`src/rtl/counter.sv`:
```
// Generic W-bit up-counter with clock enable and a synchronous load-to-constant.
// Wraps or saturates at all-ones; the count is driven straight from its register.
module counter #(
  parameter int W        = 8,
  parameter int SCLR_VAL = 0,
  parameter bit SATURATE = 1'b0
) (
  input  logic         clk,
  input  logic         rst_n,
  input  logic         ce,
  input  logic         sclr,
  output logic [W-1:0] cnt
);

  localparam logic [W-1:0] MAX_VAL  = '1;
  localparam logic [W-1:0] LOAD_VAL = W'(SCLR_VAL);

  logic [W-1:0] cnt_q;
  logic [W-1:0] cnt_d;

  // Load beats wrap/saturate; ce gates both load and increment.
  always_comb begin
    cnt_d = cnt_q;
    if (ce) begin
      if (sclr) begin
        cnt_d = LOAD_VAL;
      end else if (cnt_q == MAX_VAL) begin
        cnt_d = SATURATE ? MAX_VAL : '0;
      end else begin
        cnt_d = cnt_q + W'(1);
      end
    end
  end

  always_ff @(posedge clk) begin
    if (!rst_n) begin
      cnt_q <= '0;
    end else begin
      cnt_q <= cnt_d;
    end
  end

  assign cnt = cnt_q;

endmodule

```
`config.mk`:
```
export PLATFORM = sky130hd
export DESIGN_NAME = counter
export DESIGN_NICKNAME = d
export VERILOG_FILES = /design/src/rtl/counter.sv
export SDC_FILE = /design/constraint.sdc
export NUM_CORES = 1
export LEC_CHECK = 0
export CAP_MARGIN = 10
export CORE_AREA = 2 2 39 41
export CTS_CLUSTER_SIZE = 14
export DETAILED_ROUTE_END_ITERATION = 12
export DIE_AREA = 0 0 41 43
export GPL_TIMING_DRIVEN = 0
export PLACE_DENSITY = 0.6
export SYNTH_ARGS = -nofsm -noshare
export SYNTH_HDL_FRONTEND = slang
export SYNTH_SLANG_ARGS = --single-unit
```
`constraint.sdc`:
```
create_clock -name clk -period 2.1 [get_ports clk]
set_input_delay 0.21 -clock clk [delete_from_list [all_inputs] [get_ports clk]]
set_output_delay 0.21 -clock clk [all_outputs]
set_load 0.1 [all_outputs]
```
=== After elaboration in Yosys (flattened, before gate mapping) ===
Cells that the tools add are included.

* Logic and storage cells: 5
* Input bits: 4
* Register bits: 8

* $add $sub $neg: 1
* Equal/unequal tests: 1
* Multiplexer cells: 2

{| class="wikitable"
|+ Operator list
! operator !! count
|-
| 8-bit 2-to-1 mux || 2
|-
| 8-bit by 1-bit adder with 8-bit output (second input constant) || 1
|-
| 8-bit equality test (second input constant) || 1
|}

=== Depth between registers and ports, before layout ===
Gate-level depths: netlist of the first run.

* Depth in word-level cells: 3
* Gate-level depth with buffers: 4

=== Worst setup path after synthesis of the first run ===
OpenSTA, ideal clock, no wires.

* Path kind: register to register
* From: register cnt_q[0] (netlist: cnt[0])
* To: register cnt_q[0] (netlist: cnt[0])
* Path slack: -0.026 ns
* Arrival: 1.992 ns
* Setup time: 0.134 ns
* Cell stages (with the launch flop): 5
* Period minus slack after synthesis: 2.126 ns
* Path buffers: 0
* Path through: dfxtp_1 > ha_1 > nand3_1 > o31ai_4 > a211oi_1

* Word-level cells in the longest chain between the ends: 3
* Elaborated cells between the ends (all ways): 4
* Those cells by class: add/sub (1); eq/ne (1); mux (2)

{| class="wikitable"
|+ RTL lines
! item !! line !! source
|-
| from (decl) || 18 || <nowiki>logic [W-1:0] cnt_q;</nowiki>
|-
| from (signal assigned) || 39 || <nowiki>cnt_q <= cnt_d;</nowiki>
|-
| 8-bit by 1-bit adder with 8-bit output / 8-bit equality test (equally long branches) || 30, 27 ||
|-
| 8-bit 2-to-1 mux (*) || 27 || <nowiki>end else if (cnt_q == MAX_VAL) begin</nowiki>
|-
| 8-bit 2-to-1 mux (*) || 25 || <nowiki>if (sclr) begin</nowiki>
|}

Mark *: on every way between the ends. The rest lies on a longest branch, timed or not.
A chain may end at the register's enable or synchronous reset.

=== Worst setup path in the final report of the first run ===
* From: register cnt_q[6] (netlist: cnt[6])
* To: output cnt[6]

{| class="wikitable"
|+ RTL lines
! item !! line !! source
|-
| to (decl) || 12 || <nowiki>output logic [W-1:0] cnt</nowiki>
|}

No word-level cell between the ends.

==> qor.txt, run 1 <==
Seq/Total Area, Yosys = 35.9%
Clock power frac = 37.3%
Number of synthesized flops with an enable pin = 0
Post-synth ARST share = 0%
H-tree depth = 1
Largest stage delay on the critical path = 1170 ps
GRT Util Overall = 13.1%
Syn Std Cell Area = 447 um2
Area Overhead vs Synth = 35.0%
Critical path required time = 1890 ps
Later-pin clock latency in the skew report = 260 ps
Register Area = 163 um2
Max-Cap Viols = 0
Die height = 43 um
Post-CTS setup buffers = 0
Synth cell count leaders = dfxtp_1, a211oi_1, nand2_1
Initial Utilization = 32.3%
Rows = 14
Routability-driven placement congestion ratio = 0.709
Worst-margin pin slew = 969 ps
Synth Area per Inst = 9.71 um2
WL final = 956 um
CP Data Arrival Time = 1840 ps
TritonCTS buffer count = 3
Top cell type's share of synthesized area = 35.9%
Count leader, synth = dfxtp_1
Combinational power share = 14.3%
Via density = 5.54
Yosys warns = 0
Unrepaired setup endpoints after global routing = no
Crit path cell chain = clkdlybuf4s50_1
Ant diodes = 0
Average wire per standard cell = 12.6 um
Setup tns final = 0 ps
Final Slew Violations = 0
Final hold violations = 0
Worst hold path type = reg -> reg
Initial antenna violation count = 0
Multi-input gate area = 274 um2
Critical Path End Type = primary output
Post-route ant nets = 0
Cell internal pwr = 0.236 mW
Nets = 67
Tcrit/Tclk final = 97.8%
Fillcell total = 146
CP top delay family = buffers and inverters
Critical path class = reg -> out
Pin count of the biggest net entering global routing = 11
Sequential share of power = 48.3%
Residual DRC = 0
Net switching power = 0.0914 mW
Clk_skew = 0.817 ps
Core box area = 1380 um2
Place WS = 264 ps
Largest area contributor in the netlist = dfxtp_1
First drt pass iteration count = 4
Die width = 41 um
Synth Net Count = 51
Iter 0 DRT Violations = 14
Min Tclk post-route = 2050 ps
Clk sinks = 8
Status = finished, final reports clean
Total global routing overflow = 0
Root buffer cell = clkbuf_4
CTS tree = yes
Seq cells post-synth = 8
Sw Share = 27.9%
Critical path launch point type = register
CTS clock-pin slew for the worst setup and hold paths = 60 ps
CP bufs+invs = 1
Final setup fails = 0
First-pass GRT wire length = 1.56 mm
Most area-consuming cells after synthesis = dfxtp_1, a211oi_1, xor2_1
PwrDens = 543 nW/um2
Fmax = 487 MHz
Worst-path fanout max = 6
Ports = 12
Post-CTS Hold Buffers = 0
Peak supply drop = 0.257 mV
Predominant post-synthesis flop cell = dfxtp_1
Vias in the first global route = 361
Worst slew margin relative to its limit = 35.2%
Layout cells sized above 1 = 18.3%
Post-Syn Instances = 46
Unique masters post-synth = 25
Fin worst setup slack = 45.2 ps
Max reg flops = 8
Leakage = 0.232 nW
Dpl hpwl = 706 um
Vias = 421
Port buffer count = 11
Crit-path slowest cell = clkdlybuf4s50_1
Die area = 1760 um2
Clock Path Buffers = 2
[power groups by stage]
stage,Sequential (mW),Combinational (mW),Clock (mW)
3_5_place_dp,0.162,0.0472,0
5_1_grt,0.159,0.0501,0.134
3_3_place_gp,0.161,0.0478,0
2_1_floorplan,0.178,0.0154,0
6_report,0.158,0.0469,0.122
4_1_cts,0.158,0.0473,0.123
[cells in the final DEF (no fill, tap or decap), drive strengths merged, types with 2 or more instances in the layout]
| master | n |
|---|---|
| a211oi | 4 |
| nand3 | 3 |
| clkdlybuf4s50 | 9 |
| o211ai | 2 |
| nand4 | 3 |
| dfxtp | 8 |
| inv | 2 |
| clkbuf | 3 |
| nand2b | 3 |
| nand2 | 4 |
| xor2 | 3 |
[kinds of logic (layout without fill, tap and decap cells)]
family,count (synthesis),after routing,synth area share (%)
simple gates,18,18,24.9
compound gates,12,12,25.8
flops,8,8,35.9
xor+xnor,4,4,7.84
buf+inv,3,17,2.80
fa+ha+maj,1,1,2.80
[metrics by stage]
step | instances | utilization, % | hold WS, ps | instance area [um2] | power (mW)
2_1_floorplan | 46 | - | 338 | 449 | 0.193
3_3_place_gp | 73 | 41.9 | 495 | 579 | 0.209
3_5_place_dp | 73 | 41.9 | 498 | 579 | 0.209
4_1_cts | 76 | 43.4 | 506 | 601 | 0.329
5_1_grt | 76 | 43.6 | 569 | 603 | 0.343
6_report | 76 | 43.6 | 501 | 603 | 0.327
[layer usage]
metal  wire (um)  GRT usage [%]  up-vias
li1            -              -      206
met1         484           17.9      191
met2         385           16.9       22
met3          73           4.71        2
met4          13           8.00        0
met5           0              0        -
[repair_timing]
item,in CTS,in global routing
hold endpoints to repair,0,0
endpoints found under the setup margin,1,1
resized for setup,1,1
[worst paths after layout]
kind	startpoint	end	slack [ps]	cells past startpoint
setup / recovery	cnt[6]	cnt[6]	50	1
hold / removal	cnt[1]	cnt[1]	500	2
setup reg to reg	cnt[0]	cnt[3]	680	4
hold reg to reg	cnt[1]	cnt[1]	500	2
[cell type report]
class / count / area share [%]
multi-input cells: 35 / 45.4
flip-flops and latches: 8 / 27.0
repair buffers: 11 / 18.5
clock buffers: 3 / 3.73
well taps: 16 / 3.32
inverters: 2 / 1.24
plain buffers: 1 / 0.830
(Power assumes the default switching activity.)
==> run 2, diff against run 1 <==
- SLEW_MARGIN: default -> 40
==> run 2 against run 1 <==
Clock skew rose by 5.9 ps. Register-to-register slack hardly changed. Hold slack improved by 0.58 ps. Wire length down 3.3%. Setup slack gained 630 ps. Flip-flop and latch count unchanged. Highest routed layer unchanged. Sequential power hardly changed. First-iteration DRC count shrank 36%. Maximum frequency rose by 44%. Global-route usage is 0.087 points lower. Power barely moved. Critical path depth increased by 3. Largest power group unchanged.
==> qor.txt, run 2 (same netlist as run 1, synthesis figures left out) <==
Status = finished, final reports clean
CP Data Arrival Time = 1550 ps (-290 ps)
CTS clock-pin slew for the worst setup and hold paths = 50 ps (about the same)
HP Start = cnt[1]
Critical Path End Type = register
Max-Cap Viols = 0 (unchanged)
Worst-path fanout max = 6 (unchanged)
Most frequent cells in the layout = buf_2, dfxtp_1, nand2_1, a211oi_1
Critical path launch point type = register
RR Startpoint = cnt[0]
CTS tree = yes
Via density = 5.49 (-0.95%)
Worst Reg-to-Reg Cells = 4 (unchanged)
Ant diodes = 0 (unchanged)
Clk_skew = 6.68 ps (+5.86 ps)
CP bufs+invs = 0 (-1)
First drt pass iteration count = 4 (unchanged)
Clk sinks = 8 (unchanged)
Post-CTS setup buffers = 0 (unchanged)
Unrepaired setup endpoints after global routing = no
Net switching power = 0.0933 mW (+2.1%)
Average wire per standard cell = 12.2 um (-3.3%)
Post-CTS Hold Buffers = 0 (unchanged)
Clock Path Buffers = 2 (unchanged)
Fmax = 703 MHz (+44%)
Post-CTS Resized = 0 (-1)
Overall Power = 0.327 mW (about the same)
WL final = 924 um (-3.3%)
Setup tns final = 0 ps (unchanged)
Final setup fails = 0 (unchanged)
Worst slew margin relative to its limit = 67.8% (+33 points)
Max reg flops = 8 (unchanged)
Crit-path slowest cell = o31ai_4
Final Slew Violations = 0 (unchanged)
Vias in the first global route = 348 (-3.6%)
Largest stage delay on the critical path = 420 ps (-750 ps)
Worst-margin pin slew = 486 ps (-483 ps)
Final hold violations = 0 (unchanged)
Die area = 1760 um2 (unchanged)
Vias = 417 (-0.95%)
Hold EP = cnt[1]
Layout cells sized above 1 = 31.7% (+13 points)
Pin count of the biggest net entering global routing = 11 (unchanged)
Die height = 43 um (unchanged)
Initial Utilization = 32.3% (unchanged)
Cell internal pwr = 0.234 mW (-0.85%)
Critical path class = reg -> reg
Die width = 41 um (unchanged)
Crit path cell chain = ha_1 -> nand3_1 -> o31ai_4 -> a211oi_1
Post-route ant nets = 0 (unchanged)
Reg-to-reg endpoint = cnt[0]
Root buffer cell = clkbuf_4
First-pass GRT wire length = 1.54 mm (-1.3%)
Fin worst setup slack = 677 ps (+632 ps)
Residual DRC = 0 (unchanged)
Critical path required time = 2230 ps (+340 ps)
Initial antenna violation count = 0 (unchanged)
Final Core Density = 40.6% (-3.0 points)
Clock power frac = 37.9% (+0.6 points)
Worst reg2reg setup slack = 680 ps (about the same)
Peak supply drop = 0.219 mV (-15%)
WHS Path Cells = 2 (unchanged)
Leakage = 0.225 nW (-3.0%)
Place WS = 511 ps (+246 ps)
CP top delay family = compound AO/OA/AOI/OAI gates
Min Tclk post-route = 1420 ps (-632 ps)
Commonest non-fill, non-tap cell in the layout = buf_2
Routability-driven placement congestion ratio = 0.709 (unchanged)
Iter 0 DRT Violations = 9 (-5)
Ports = 12 (unchanged)
Rows = 14 (unchanged)
Total global routing overflow = 0 (unchanged)
Combinational power share = 13.8% (-0.5 points)
WHS = 501 ps (+0.579 ps)
H-tree depth = 1 (unchanged)
Nets = 67 (unchanged)
PwrDens = 583 nW/um2 (+7.3%)
TritonCTS buffer count = 3 (unchanged)
Fillcell total = 150 (+2.7%)
Sequential share of power = 48.3% (about the same)
Worst hold path type = reg -> reg
Later-pin clock latency in the skew report = 260 ps (about the same)
Sw Share = 28.5% (+0.60 points)
Tcrit/Tclk final = 67.8% (-30 points)
GRT Util Overall = 13.1% (-0.087 points)
Port buffer count = 11 (unchanged)
Core box area = 1380 um2 (unchanged)
Area Overhead vs Synth = 25.8%
-- run 2: power groups by stage --
stage	logic [mW]	clock network [mW]	registers (mW)
6_report	0.0451	0.124	0.158
5_1_grt	0.0481	0.130	0.159
4_1_cts	0.0456	0.122	0.158
3_5_place_dp	0.0454	0	0.162
3_3_place_gp	0.0478	0	0.161
2_1_floorplan	0.0154	0	0.178
-- run 2: worst min-delay path: stages (launching register included) --
cell and delay [ps]:
dfxtp_2 340, nand2b_1 70, a21oi_1 50
-- run 2: layout make-up --
class | count | area (um2) | area share [%]
multi-input cells | 35 | 274 | 48.8
flip-flops and latches | 8 | 163 | 29.0
repair buffers | 11 | 70.1 | 12.5
clock buffers | 3 | 22.5 | 4.01
well taps | 16 | 20.0 | 3.56
inverters | 2 | 7.51 | 1.34
plain buffers | 1 | 5.00 | 0.891
-- run 2: worst max path at each step --
stage	from	end	slack [ps]	cells past startpoint
floorplan	cnt[3]	cnt[0]	140	3
global placement	cnt[2]	cnt[2]	270	1
detailed placement	ce	cnt[7]	510	4
CTS	cnt[0]	cnt[3]	680	4
global route	cnt[0]	cnt[3]	560	4
finish	cnt[0]	cnt[0]	680	4
-- run 2: per-stage QoR --
step	instances	instance area, um2
finish	76	562
global route	76	562
CTS	76	562
detailed placement	73	539
global placement	73	579
floorplan	46	449
-- run 2: per-layer routing --
metal | global-route usage [%] | part of all wire, % | up-vias
met5 | 0 | 0 | -
met4 | 8.00 | 2.5 | 0
met3 | 4.71 | 8.5 | 4
met2 | 16.3 | 39 | 17
met1 | 18.3 | 49 | 191
li1 | - | - | 205
